<file path="config.mk">
export PLATFORM = sky130hd
export DESIGN_NAME = pic_prog_loader_flat
export DESIGN_NICKNAME = d
export VERILOG_FILES = /design/src/rtl/pic_prog_loader_if.sv /design/src/rtl/pic_prog_loader.sv /design/src/flat_wrapper.sv
export SDC_FILE = /design/constraint.sdc
export NUM_CORES = 1
export LEC_CHECK = 0
export ABC_AREA = 1
export CAP_MARGIN = 0
export CORE_MARGIN = 4
export CORE_UTILIZATION = 45
export CTS_CLUSTER_DIAMETER = 100
export DETAILED_ROUTE_END_ITERATION = 12
export GPL_TIMING_DRIVEN = 0
export SETUP_SLACK_MARGIN = 0.1
export SLEW_MARGIN = 20
export SYNTH_ARGS = -nofsm -noshare
export SYNTH_HDL_FRONTEND = slang
export SYNTH_SLANG_ARGS = --single-unit
</file>
<file path="constraint.sdc">
create_clock -name clk -period 3 [get_ports clk]
set_clock_uncertainty 0.1 [all_clocks]
set_input_delay 0.6 -clock clk [delete_from_list [all_inputs] [get_ports clk]]
set_output_delay 0.6 -clock clk [all_outputs]
set_load 0.01 [all_outputs]
</file>
<file path="src/rtl/pic_prog_loader_if.sv">
// Byte-stream input and program-memory write port of the PIC16C57 bootloader.
// The master side is the loader; the slave side is the UART/memory/CPU glue.
interface pic_prog_loader_if #(
    parameter int ADDR_WIDTH = 11,
    parameter int INST_WIDTH = 12
);
    logic [7:0]            rxData;
    logic                  rxValid;
    logic                  rxReady;
    logic                  memWe;
    logic [ADDR_WIDTH-1:0] memAddr;
    logic [INST_WIDTH-1:0] memData;
    logic                  cpuHold;
    logic                  busy;
    logic                  done;
    logic                  err;
    logic [1:0]            errCode;

    modport master (
        input  rxData, rxValid,
        output rxReady, memWe, memAddr, memData, cpuHold, busy, done, err, errCode
    );

    modport slave (
        output rxData, rxValid,
        input  rxReady, memWe, memAddr, memData, cpuHold, busy, done, err, errCode
    );
endinterface

</file>
<file path="src/rtl/pic_prog_loader.sv">
// Serial bootloader: parses SYNC/address/count/data/checksum frames and writes
// 12-bit words into program memory while holding the CPU in reset.
module pic_prog_loader #(
    parameter int         ADDR_WIDTH     = 11,
    parameter int         INST_WIDTH     = 12,
    parameter logic [7:0] SYNC_BYTE      = 8'hA5,
    parameter int         TIMEOUT_CYCLES = 65535
) (
    input logic                clk,
    input logic                rst,
    pic_prog_loader_if.master  bus
);
    typedef enum logic [3:0] {
        IDLE, ADDR_HI, ADDR_LO, CNT_HI, CNT_LO, DATA_HI, DATA_LO, WRITE, CSUM
    } state_t;

    localparam int               TW        = $clog2(TIMEOUT_CYCLES + 1);
    localparam logic [TW-1:0]    TMO_LAST  = TW'(TIMEOUT_CYCLES - 1);
    localparam logic [11:0]      MAX_WORDS = 12'(1 << ADDR_WIDTH);

    state_t                  state_reg;
    logic [ADDR_WIDTH-1:0]   addr_reg;
    logic [11:0]             cnt_reg;
    logic [11:0]             wordCnt_reg;
    logic [INST_WIDTH-9:0]   dataHi_reg;
    logic [7:0]              csum_reg;
    logic [TW-1:0]           tmo_reg;
    logic                    memWe_reg;
    logic [ADDR_WIDTH-1:0]   memAddr_reg;
    logic [INST_WIDTH-1:0]   memData_reg;
    logic                    cpuHold_reg;
    logic                    done_reg;
    logic                    err_reg;
    logic [1:0]              errCode_reg;

    logic        accept;
    logic [7:0]  csumNext;
    logic [11:0] cntNew;
    logic [11:0] wordCntNext;

    assign accept      = bus.rxValid && bus.rxReady;
    assign csumNext    = csum_reg + bus.rxData;
    assign cntNew      = {cnt_reg[11:8], bus.rxData};
    assign wordCntNext = wordCnt_reg + 12'd1;

    always_ff @(posedge clk) begin
        if (rst) begin
            state_reg   <= IDLE;
            addr_reg    <= '0;
            cnt_reg     <= '0;
            wordCnt_reg <= '0;
            dataHi_reg  <= '0;
            csum_reg    <= '0;
            tmo_reg     <= '0;
            memWe_reg   <= 1'b0;
            memAddr_reg <= '0;
            memData_reg <= '0;
            cpuHold_reg <= 1'b0;
            done_reg    <= 1'b0;
            err_reg     <= 1'b0;
            errCode_reg <= 2'b00;
        end else begin
            done_reg  <= 1'b0;
            memWe_reg <= 1'b0;

            // Saturates one short of the limit so a timeout that matures during
            // WRITE is taken on the following cycle.
            if (state_reg == IDLE || accept)
                tmo_reg <= '0;
            else if (tmo_reg != TMO_LAST)
                tmo_reg <= tmo_reg + 1'b1;

            if (state_reg == WRITE) begin
                addr_reg    <= addr_reg + 1'b1;
                wordCnt_reg <= wordCntNext;
                state_reg   <= (wordCntNext == cnt_reg) ? CSUM : DATA_HI;
            end else if (state_reg != IDLE && !accept && tmo_reg == TMO_LAST) begin
                err_reg     <= 1'b1;
                errCode_reg <= 2'b10;
                state_reg   <= IDLE;
            end else if (accept) begin
                if (state_reg != IDLE)
                    csum_reg <= csumNext;
                case (state_reg)
                    IDLE: begin
                        if (bus.rxData == SYNC_BYTE) begin
                            state_reg   <= ADDR_HI;
                            cpuHold_reg <= 1'b1;
                            err_reg     <= 1'b0;
                            errCode_reg <= 2'b00;
                            csum_reg    <= '0;
                            wordCnt_reg <= '0;
                        end
                    end
                    ADDR_HI: begin
                        addr_reg[ADDR_WIDTH-1:8] <= bus.rxData[ADDR_WIDTH-9:0];
                        state_reg <= ADDR_LO;
                    end
                    ADDR_LO: begin
                        addr_reg[7:0] <= bus.rxData;
                        state_reg     <= CNT_HI;
                    end
                    CNT_HI: begin
                        cnt_reg   <= {bus.rxData[3:0], 8'h00};
                        state_reg <= CNT_LO;
                    end
                    CNT_LO: begin
                        cnt_reg <= cntNew;
                        if (cntNew > MAX_WORDS) begin
                            err_reg     <= 1'b1;
                            errCode_reg <= 2'b11;
                            state_reg   <= IDLE;
                        end else if (cntNew == 12'd0) begin
                            state_reg <= CSUM;
                        end else begin
                            state_reg <= DATA_HI;
                        end
                    end
                    DATA_HI: begin
                        dataHi_reg <= bus.rxData[INST_WIDTH-9:0];
                        state_reg  <= DATA_LO;
                    end
                    DATA_LO: begin
                        memWe_reg   <= 1'b1;
                        memAddr_reg <= addr_reg;
                        memData_reg <= {dataHi_reg, bus.rxData};
                        state_reg   <= WRITE;
                    end
                    CSUM: begin
                        state_reg <= IDLE;
                        if (csumNext == 8'h00) begin
                            done_reg    <= 1'b1;
                            cpuHold_reg <= 1'b0;
                        end else begin
                            err_reg     <= 1'b1;
                            errCode_reg <= 2'b01;
                        end
                    end
                    default: state_reg <= IDLE;
                endcase
            end
        end
    end

    assign bus.rxReady = (state_reg != WRITE);
    assign bus.busy    = (state_reg != IDLE);
    assign bus.memWe   = memWe_reg;
    assign bus.memAddr = memAddr_reg;
    assign bus.memData = memData_reg;
    assign bus.cpuHold = cpuHold_reg;
    assign bus.done    = done_reg;
    assign bus.err     = err_reg;
    assign bus.errCode = errCode_reg;
endmodule
</file>
<file path="src/flat_wrapper.sv">
// flat-port wrapper written by rule: the top's interface ports become plain ports
module pic_prog_loader_flat 
#(
    parameter int         ADDR_WIDTH     = 11,
    parameter int         INST_WIDTH     = 12,
    parameter logic [7:0] SYNC_BYTE      = 8'hA5,
    parameter int         TIMEOUT_CYCLES = 65535
)
  (clk, rst, bus_rxData, bus_rxValid, bus_rxReady, bus_memWe, bus_memAddr, bus_memData, bus_cpuHold, bus_busy, bus_done, bus_err, bus_errCode);
  pic_prog_loader_if #(.ADDR_WIDTH(ADDR_WIDTH), .INST_WIDTH(INST_WIDTH)) bus_i ();
  input logic clk;
  input logic rst;
  input wire logic [$bits(bus_i.rxData)-1:0] bus_rxData;
  input wire logic [$bits(bus_i.rxValid)-1:0] bus_rxValid;
  output wire logic [$bits(bus_i.rxReady)-1:0] bus_rxReady;
  output wire logic [$bits(bus_i.memWe)-1:0] bus_memWe;
  output wire logic [$bits(bus_i.memAddr)-1:0] bus_memAddr;
  output wire logic [$bits(bus_i.memData)-1:0] bus_memData;
  output wire logic [$bits(bus_i.cpuHold)-1:0] bus_cpuHold;
  output wire logic [$bits(bus_i.busy)-1:0] bus_busy;
  output wire logic [$bits(bus_i.done)-1:0] bus_done;
  output wire logic [$bits(bus_i.err)-1:0] bus_err;
  output wire logic [$bits(bus_i.errCode)-1:0] bus_errCode;
  assign bus_i.rxData = bus_rxData;
  assign bus_i.rxValid = bus_rxValid;
  assign bus_rxReady = bus_i.rxReady;
  assign bus_memWe = bus_i.memWe;
  assign bus_memAddr = bus_i.memAddr;
  assign bus_memData = bus_i.memData;
  assign bus_cpuHold = bus_i.cpuHold;
  assign bus_busy = bus_i.busy;
  assign bus_done = bus_i.done;
  assign bus_err = bus_i.err;
  assign bus_errCode = bus_i.errCode;
  pic_prog_loader #(.ADDR_WIDTH(ADDR_WIDTH), .INST_WIDTH(INST_WIDTH), .SYNC_BYTE(SYNC_BYTE), .TIMEOUT_CYCLES(TIMEOUT_CYCLES)) u_core (.clk(clk), .rst(rst), .bus(bus_i));
endmodule
</file>
==> parameters.txt <==
Parameter                              Value

Outcome
  Outcome ... completed

Route
  Routed length per placed instance ... 14.3 um
  Number of vias per cell after detailed routing ... 5.31
  First-pass DRT Iterations ... 5
  1st-iter DRT viols ... between 300 and 400
  Remaining routing DRC violations ... 0
  Total wirelength of the detailed-routed design ... about 14 mm
  Via count ... approximately 5300
  Detail Route Antenna Nets ... 0

Clock network
  TritonCTS clock tree ... built
  Post CTS Setup Buffer Count ... 0
  Sinks on Clock Net ... 96
  CTS H-tree depth ... 3
  Number of clock buffers inserted by TritonCTS ... 9
  Clk Latency, worst-skew pair ... 0.35 ns
  Longest Clk Path Bufs ... 2
  Buffer cell driving the clock tree root ... sky130_fd_sc_hd__clkbuf_16
  Clock transition at the registers of the reported paths ... about 0.070 ns

STA
  Slew at the pin closest to its max-slew limit ... 0.634 ns
  Slew Limit Fails ... 0
  Unrepaired setup endpoints after global routing ... no
  Setup Viol. Count Final ... 0
  Relative slew margins ... 0.578
  Final-layout worst hold slack ... 0.360 ns
  Accumulated negative setup slack ... 0 ns
  Ratio of final minimum period to clock period ... 0.907
  Hold violation total from the final report ... 0
  Final Critical Period ... 2.72 ns
  Maximum clock frequency ... 0.367 GHz

Floorplan
  Die width ... 116 um
  Initial core utilization ... 0.461
  Core Rows ... 39
  Die span in y ... roughly 120 um
  IO Pins ... 42
  Core Box Area ... 0.0115 sq mm
  Area of the die ... 0.0136 sq mm

Layout
  Antenna Cells ... 0
  Nets@finish ... roughly 900
  Highest-count cells in the layout ignoring fill and taps ... 216 x sky130_fd_sc_hd__nand2_1, 98 x sky130_fd_sc_hd__inv_1, 96 x sky130_fd_sc_hd__dfxtp_1, 88 x sky130_fd_sc_hd__nand3_1, 81 x sky130_fd_sc_hd__a21oi_1
  Filler Cells Inserted ... 1144
  Most common library cell in the layout ignoring fill and taps ... sky130_fd_sc_hd__nand2_1
  Area growth from synthesis to layout ... 17.1%
  Flip-flop count of the largest register after layout ... 16
  Ratio of cells with drive above 1 in the final layout ... 0.0536

Global route
  Remaining global-route overflow ... 0
  Number of global-route vias before repair ... a little under 5000
  Total track usage ... 0.219
  Global-route wire length before repair ... 23.5 mm
  Initial antenna violation count ... 0
  Pin count of the biggest net entering global routing ... 16

Yosys
  Cell types with the largest area share after synthesis ... sky130_fd_sc_hd__dfxtp_1 36%, sky130_fd_sc_hd__nand2_1 15%, sky130_fd_sc_hd__nand3_1 8.3%
  Seq/Total Area, Yosys ... 0.363
  Combined area of all synthesized cells ... 0.00529 sq mm
  Post-synthesis cell type with the largest combined area ... sky130_fd_sc_hd__dfxtp_1
  Syn. warnings ... 0
  Seq cells post-synth ... 96
  Portion of synthesized cell area occupied by the leading cell type ... 0.363
  Synthesized area per cell ... around 6.6 sq um
  Library cells used by synthesis ... 38
  Synthesized instance count ... approximately 800
  Synthesized net count ... 827

Min path
  Worst min path class ... reg -> reg
  Launch point of the worst hold path ... u_core.bus.memAddr[3]
  Hold path cells ... 2
  Endpoint, Worst Hold ... u_core.bus.memAddr[3]

Worst setup path
  Kind of critical path ... reg -> out
  Logic depth of the worst register-to-register path ... 14
  Element type at the critical path start ... flop
  Max FO, Critical Path ... 9
  Critical register-to-register path endpoint ... u_core.bus.errCode[0]
  Endpoint kind of the worst setup timing path ... primary output
  Critical Path AT ... 2.02 ns
  Source of the worst register-to-register timing path ... u_core.csum_reg[0]
  Worst reg2reg setup slack ... roughly 0.72 ns
  Required @ worst endpoint ... 2.30 ns

Power and ir drop
  Areal power density over the cells ... 677 mW/mm^2
  Power after layout ... between 4 and 5 mW
  Peak VDD IR ... 0.000381 V
  Leakage component of the power ... 2.47 nW

Run
  Max-cap violation count ... 0

Place
  RePlAce Congestion ... 0.896
  Count of buffers from port buffering ... 39
  Detail Placement HPWL ... 10.8 mm
==> report_power, final <==
group	leakage (nW)	switching (mW)	total [mW]	internal (mW)
Sequential	0.776	0.109	1.52	1.41
Clock	0.150	0.501	1.23	0.731
Combinational	1.54	0.935	1.44	0.505
Total	2.47	1.54	4.19	2.65
==> per-layer routing <==
metal | global-route usage | up-vias | wire [um]
li1 | - | 2722 | -
met1 | 0.302 | 2452 | 6810
met2 | 0.344 | 119 | 6420
met3 | 0.0306 | 24 | 726
met4 | 0.0936 | 0 | 368
met5 | 0 | - | 0
==> cells in the mapped netlist (all sizes together) <==
cell / count
a22oi: 1
and3: 2
dfxtp: 96
nor3b: 1
xnor2: 6
a211oi: 5
nor2: 84
nor4: 4
inv: 102
clkinv: 1
nand3b: 5
a22o: 1
a31oi: 7
nor3: 9
nand3: 88
ha: 11
buf: 7
fa: 1
clkbuf: 14
xor2: 6
o21ai: 25
o31ai: 2
nand2: 221
o22ai: 8
or2: 2
nand4: 11
xnor3: 2
and2: 1
a21oi: 81
==> per-stage QoR <==
| step | setup slack (ns) | cell area [sq um] | utilization | std cells |
|---|---|---|---|---|
| floorplan | 0.689 | 5290 | - | 804 |
| global placement | -0.341 | 5860 | 0.511 | 986 |
| detailed placement | -0.356 | 5860 | 0.511 | 986 |
| CTS | 0.203 | 6170 | 0.538 | 1002 |
| global route | 0.101 | 6190 | 0.540 | 1002 |
| finish | 0.278 | 6190 | 0.540 | 1002 |
==> kinds of logic after synthesis <==
kind of cell,synth area share
DFF,0.363
and+or+nand+nor,0.356
buffers and inverters,0.0904
adders and majority gates,0.0298
AOI/OAI and AO/OA,0.132
xor gates and xnor gates,0.0284
==> layout make-up <==
type                    count  area, sq um  share of cell area
repair buffers             39          393              0.0634
plain buffers              21         91.3              0.0148
clock inverters             5         81.3              0.0131
clock buffers              11          233              0.0376
multi-input cells         584         2910               0.469
well taps                 143          179              0.0289
flip-flops and latches     96         1920               0.310
inverters                 103          387              0.0624
==> worst max-delay path by stage <==
stage                        start                    end  slack (ns)
2_1_floorplan        bus_rxData[0]         u_core.bus.err        0.69
3_3_place_gp         bus_rxData[0]  u_core.bus.errCode[0]       -0.34
3_5_place_dp         bus_rxData[0]  u_core.bus.errCode[0]       -0.36
4_1_cts              bus_rxData[1]  u_core.bus.errCode[0]        0.20
5_1_grt              bus_rxData[5]         u_core.bus.err        0.10
6_report       u_core.state_reg[0]            bus_rxReady        0.28
==> timing repair <==
item,CTS,global route
setup endpoints to repair,3,4
cloned,0,0
hold buffers,0,0
hold endpoints to repair,0,0
gates resized for setup,1,8
==> critical path: stages, from the launching register on <==
cell,delay [ns]
sky130_fd_sc_hd__dfxtp_1,0.44
sky130_fd_sc_hd__nand2_2,0.16
sky130_fd_sc_hd__nor2_8,0.21
sky130_fd_sc_hd__clkinv_1,0.29
sky130_fd_sc_hd__clkdlybuf4s50_1,0.57
No activity file was read; power rests on OpenSTA's default activity.
